`config.mk`:
```
export PLATFORM = sky130hd
export DESIGN_NAME = xor_parity_acc
export DESIGN_NICKNAME = d
export VERILOG_FILES = /design/src/rtl/xor_parity_acc.sv
export SDC_FILE = /design/constraint.sdc
export NUM_CORES = 1
export LEC_CHECK = 0
export CAP_MARGIN = 5
export CORE_ASPECT_RATIO = 0.9
export CORE_UTILIZATION = 55
export CTS_CLUSTER_DIAMETER = 60
export CTS_CLUSTER_SIZE = 10
export DETAILED_ROUTE_END_ITERATION = 16
export DONT_BUFFER_PORTS = 1
export PLACE_DENSITY_LB_ADDON = 0.3
export SETUP_SLACK_MARGIN = 0.15
export SLEW_MARGIN = 0
export SYNTH_ARGS = -nofsm -noshare
export SYNTH_HDL_FRONTEND = slang
export SYNTH_SLANG_ARGS = --single-unit
export TNS_END_PERCENT = 10
```
`constraint.sdc`:
```
create_clock -name CLK -period 1.68 [get_ports CLK]
set_input_delay 0 -clock CLK [delete_from_list [all_inputs] [get_ports CLK]]
set_output_delay 0 -clock CLK [all_outputs]
set_load 0.05 [all_outputs]
```
`src/rtl/xor_parity_acc.sv`:
```
// Frame-wise XOR accumulator with a parity flag.
// Accepts up to MAX_LEN words per frame and holds the result until the consumer takes it.
module xor_parity_acc #(
  parameter int WIDTH   = 8,
  parameter int MAX_LEN = 16
) (
  input  logic                               CLK,
  input  logic                               RST,
  input  logic                               IN_VALID,
  output logic                               IN_READY,
  input  logic [WIDTH-1:0]                   IN_DATA,
  input  logic                               IN_LAST,
  input  logic                               MODE,
  output logic                               OUT_VALID,
  input  logic                               OUT_READY,
  output logic [WIDTH-1:0]                   OUT_WORD,
  output logic                               OUT_PAR,
  output logic [$clog2(MAX_LEN+1)-1:0]       OUT_COUNT,
  output logic                               OUT_ERR
);

  localparam int CW = $clog2(MAX_LEN + 1);

  localparam logic [1:0] ST_IDLE  = 2'd0;
  localparam logic [1:0] ST_ACCUM = 2'd1;
  localparam logic [1:0] ST_DONE  = 2'd2;

  logic [1:0]       state_q, state_d;
  logic [WIDTH-1:0] acc_q, acc_d;
  logic [CW-1:0]    count_q, count_d;
  logic             mode_q, mode_d;
  logic             err_q, err_d;

  // Next-state and datapath update; everything holds unless a transfer or handshake occurs.
  always_comb begin
    state_d = state_q;
    acc_d   = acc_q;
    count_d = count_q;
    mode_d  = mode_q;
    err_d   = err_q;
    case (state_q)
      ST_IDLE: begin
        if (IN_VALID) begin
          acc_d   = IN_DATA;
          count_d = CW'(1);
          mode_d  = MODE;
          err_d   = 1'b0;
          state_d = IN_LAST ? ST_DONE : ST_ACCUM;
        end else begin
          state_d = ST_IDLE;
        end
      end
      ST_ACCUM: begin
        if (IN_VALID) begin
          acc_d   = acc_q ^ IN_DATA;
          count_d = count_q + CW'(1);
          // Reaching MAX_LEN without IN_LAST closes the frame as truncated.
          if (IN_LAST || (count_q == CW'(MAX_LEN - 1))) begin
            state_d = ST_DONE;
            err_d   = ~IN_LAST;
          end else begin
            state_d = ST_ACCUM;
          end
        end else begin
          state_d = ST_ACCUM;
        end
      end
      ST_DONE: begin
        if (OUT_READY) begin
          state_d = ST_IDLE;
        end else begin
          state_d = ST_DONE;
        end
      end
      default: begin
        state_d = ST_IDLE;
      end
    endcase
  end

  // State registers with synchronous reset.
  always_ff @(posedge CLK) begin
    if (RST) begin
      state_q <= ST_IDLE;
      acc_q   <= '0;
      count_q <= '0;
      mode_q  <= 1'b0;
      err_q   <= 1'b0;
    end else begin
      state_q <= state_d;
      acc_q   <= acc_d;
      count_q <= count_d;
      mode_q  <= mode_d;
      err_q   <= err_d;
    end
  end

  assign IN_READY  = (state_q != ST_DONE);
  assign OUT_VALID = (state_q == ST_DONE);
  assign OUT_WORD  = acc_q;
  assign OUT_PAR   = (^acc_q) ^ mode_q;
  assign OUT_COUNT = count_q;
  assign OUT_ERR   = err_q;

endmodule

```
Word-level counts from Yosys, hierarchy flattened:

Cells that the tools add are included.

* input port bits: 14
* logic and storage cells: 39
* bits in registers: 17

* muxes and demuxes: 16
* eq/ne operators: 7
* reduce and logical (&&, ||, !) cells: 7
* add/subtract/negate cells: 1
* bitwise logic cells: 3

Operators with widths (count)
* 8-bit two-way mux: 2
* 8-bit one-hot mux with 2 select lines: 1
* 2-bit two-way mux: 5
* 5-bit two-way mux: 2
* 5-bit one-hot mux with 2 select lines: 1
* 2-bit != test (second input constant): 4
* 8-bit parity: 1
* 8-bit XOR: 1
* 2-bit one-hot mux with 3 select lines: 1
* 5-bit by 1-bit adder with 5-bit output (second input constant): 1
* 5-bit by 4-bit equality test with 1-bit output (second input constant): 1
* 4-bit AND reduction: 1
* 1-bit two-way mux: 3
* 3-bit AND reduction: 1
* 2-bit by 1-bit equality test with 1-bit output (second input constant): 1
* 2-bit equality test (second input constant): 1
* 2-bit logical NOT: 1
* 1-bit one-hot mux with 2 select lines: 1
* 2-bit AND reduction: 1
* 2-bit nonzero test: 1
* 1-bit logical OR: 1
* 1-bit inverter: 1
* 1-bit XOR: 1

Depth between registers and ports, before layout:

* depth after elaboration: 5
* depth in mapped cells: 6

Worst setup path before layout:

OpenSTA, ideal clock, no wires.

* path type: flip-flop to output port
* start: register acc_q[7], in the netlist OUT_WORD[7]
* end: output OUT_PAR
* buffers on the path: 0
* slack: -0.423 ns
* stages on the path, launching flop included: 4
* data required time: 1.680 ns
* data arrival time: 2.103 ns
* cells stage by stage: dfxtp_1 -> xor2_1 -> xnor3_1 -> xnor2_1

* longest elaborated chain between the ends: 2

Ends and longest elaborated chain
* from (decl): RTL line 29 `logic [WIDTH-1:0] acc_q, acc_d;`
* from (signal assigned): RTL line 85 `acc_q <= '0;`
* from (signal assigned): RTL line 91 `acc_q <= acc_d;`
* 8-bit parity: RTL line 101 `assign OUT_PAR = (^acc_q) ^ mode_q;`
* 1-bit XOR: RTL line 101
* to (decl): RTL line 17 `output logic OUT_PAR,`

Every way passes these cells.

Final worst setup path:

* start: register acc_q[4], in the netlist OUT_WORD[4]
* end: output OUT_PAR

The elaborated chain is that of the path after synthesis.

==> impl_metrics.csv <==
group,metric,value,unit
logic_synthesis,yosys_warnings,0,
logic_synthesis,ys_ff_latch,17,
clocking,cts-root-buf,"clkbuf_4",
timing,max_clock_freq,619,MHz
floorplanning,design.portCount,31,
floorplanning,coreArea,0.00166,mm²
setup_path,cp_top_family,"XOR/XNOR gates",
timing,hold_viol_final,0,
setup_path,cp.depth,4,
drt,routedLengthMet1,1100,µm
cells_and_area,fillers,100,
setup_path,max_stage_delay,480,ps
drt,final_antenna_net_count,0,
global_routing,gr-total-overflow,0,
logic_synthesis,synth_ff_type,"dfxtp_1",
power,total_power,1180,µW
global_routing,grt_pass1_vias,948,
timing,fin_crit_sh,96.2,%
flow_run,drv_cap,0,
power,swShare,36.7,%
global_routing,grt_antenna_before_repair,0,
cells_and_area,antennaDiodeCount,0,
timing,fin_skew,7.45,ps
power,p_comb_share,42.4,%
cells_and_area,area_delta_synth_final,38.2,%
hold_path,holdPathStages,3,
logic_synthesis,ys_seq_area_share,34.8,%
cells_and_area,drive_above_1_share,29.3,%
clocking,clkLatencyLatePin,300,ps
drt,wl,2690,µm
logic_synthesis,synth-edff-count,0,
cells_and_area,nets,164,
cells_and_area,final_cell_mix,"o21ai_0, buf_4, a21oi_1",
global_routing,grt_max_degree,18,
setup_path,reg2reg_setup_slack,160,ps
timing,period_needed,1620,ps
drt,top_layer,"met4",
drt,routedWlPerCell,15.7,µm
global_routing,track_usage,31.0,%
setup_path,cp-start-kind,"register",
logic_synthesis,synth_compound_area_share,21.8,%
drt,vias_per_cell,5.74,
setup_path,worst-path-buf-inv,1,
drt,drt-initial-drc-count,23,
global_routing,grt_pass1_wl,4220,µm
cells_and_area,final_common_cell,"o21ai_0",
power,clkPwrFrac,19.1,%
floorplanning,dieArea,0.00195,mm²
drt,dr_wl_met3,131,µm
logic_synthesis,synth_mux_area_share,0,%
logic_synthesis,syn_area,977,µm²
setup_path,r2r_cells,5,
power,internal_power,746,µW
clocking,numCtsBuffers,3,
placement,place_hpwl,1730,µm
clocking,clock_path_buffers,2,
hold_path,hold_path_class,"in -> reg",
setup_path,crit_fanout,2,
timing,rsz0062_at_grt,"true",
floorplanning,initial_core_util,58.7,%
floorplanning,rows,14,
floorplanning,fp.dieW,46.4,µm
clocking,path_clk_slew,100,ps
timing,setup_viol_count_final,0,
power,p_leak,0.000535,µW
setup_path,path_cells,"xnor2_2 > xnor3_2 > xnor2_4 > buf_12",
setup_path,critical_path_required,1680,ps
status,status,"finished clean",
timing,slew_headroom,56.2,%
timing,slew_violations,0,
setup_path,setup.worst_path.end_class,"primary output",
power,p_seq_share,38.5,%
placement,gp_congestion,0.811,
power,worst_ir_drop_vdd,0.000625,V
floorplanning,die-height,42.0,µm
placement,port_buffers,0,
logic_synthesis,synthesis.instances,118,
drt,drc,0,
clocking,htreeDepth,1,
clocking,cts_tree,"done",
power,p_per_area,873,mW/mm²
setup_path,crit_path_top_delay_cell,"xnor3_2",
logic_synthesis,synth_top_family_by_area,"simple AND/OR/NAND/NOR gates",
logic_synthesis,synthSimpleGateAreaFrac,28.9,%
logic_synthesis,syn_nets,134,
timing,worst_slew_pin_slew,655,ps
logic_synthesis,synth_cell_types,29,
logic_synthesis,synth_adder_area_share,2.56,%
clocking,cts_sinks,17,
timing,fin_setup_tns,0,ps
power,switchingPower,432,µW
logic_synthesis,synthXorXnorAreaFrac,7.68,%
setup_path,path_class,"reg -> out",
logic_synthesis,synth-async-reset-ratio,0,%
drt,drt_pre_antenna_iters,4,
setup_path,arrival,1620,ps
drt,routed-wl-met2,1420,µm
logic_synthesis,synth.avg_cell_area,8.28,µm²
drt,dr_total_vias,981,
-- metal layers --
layer / GRT usage [%] / vias up
met1: 35.7 / 470
met3: 10.3 / 6
met2: 52.2 / 31
met5: 0 / -
li1: - / 474
met4: 9.41 / 0
-- tightest hold or removal path: stages --
cell and delay [ps]:
nor2b_1 20, o21ai_0 200, a21oi_1 70
-- final cells by class --
| type | instances | area [µm²] | area share [%] |
|---|---|---|---|
| flip-flops and latches | 17 | 358 | 26.5 |
| clock buffers | 3 | 22.5 | 1.67 |
| repair buffers | 32 | 285 | 21.1 |
| well taps | 24 | 30.0 | 2.22 |
| inverters | 4 | 15.0 | 1.11 |
| clock inverters | 1 | 5.00 | 0.371 |
| multi-input cells | 90 | 634 | 47.0 |
-- state kept, by name (all words and copies together), names as in the netlist --
| register | count |
|---|---|
| OUT_WORD | 8 |
| OUT_COUNT | 5 |
| state_q | 2 |
| OUT_ERR | 1 |
| mode_q | 1 |
-- synth_stat cells (all sizes together) (2+ instances only) --
cell,count,area (µm²)
a21oi,15,78.8
and2b,9,67.6
clkbuf,6,22.5
dfxtp,17,340
ha,2,25.0
inv,4,15.0
nand2,3,11.3
nand2b,2,20.0
nand3,4,20.0
nor2,2,7.51
nor2b,10,62.6
nor3b,8,60.1
o21ai,19,95.1
xnor2,5,43.8
-- cell families (layout without fill, tap and decap cells) --
group,count (synthesis),after routing
buffers and inverters,11,40
AND/OR/NAND/NOR,43,43
flip-flops,17,17
XOR/XNOR,7,7
AO/OA/AOI/OAI,38,38
adder cells (fa/ha/maj),2,2
-- path summary, 6_finish.rpt --
check | from | end
max | OUT_WORD[4] | OUT_PAR
min | IN_DATA[1] | OUT_WORD[1]
max reg2reg | OUT_COUNT[0] | OUT_COUNT[4]
min reg2reg | OUT_WORD[0] | OUT_WORD[0]
-- power groups by stage --
| stage | clock, µW | combinational [µW] | sequential [µW] |
|---|---|---|---|
| 2_1_floorplan | 0 | 260 | 521 |
| 3_3_place_gp | 0 | 445 | 456 |
| 3_5_place_dp | 0 | 455 | 459 |
| 4_1_cts | 228 | 495 | 451 |
| 5_1_grt | 237 | 527 | 456 |
| 6_report | 225 | 500 | 454 |
-- timing repair --
action                     4_1_cts  5_1_grt
buffers inserted                 0        0
cloned                           0        0
setup endpoints to repair        2        6
hold endpoints to repair        17        0
hold buffers                    13        0
gates resized for setup          4        2
pin swaps                        3        2
-- metrics by stage --
step	cells	hold slack, ps	cell area (µm²)	utilization, %	worst slack, ps
2_1_floorplan	118	148	1010	-	129
3_3_place_gp	154	62.1	1170	70.5	214
3_5_place_dp	154	63.4	1170	70.5	194
4_1_cts	171	12.0	1340	80.6	62.1
5_1_grt	171	39.4	1350	81.1	28.0
6_report	171	35.9	1350	81.1	63.9
Note: power is estimated with default switching activity, not from simulation.
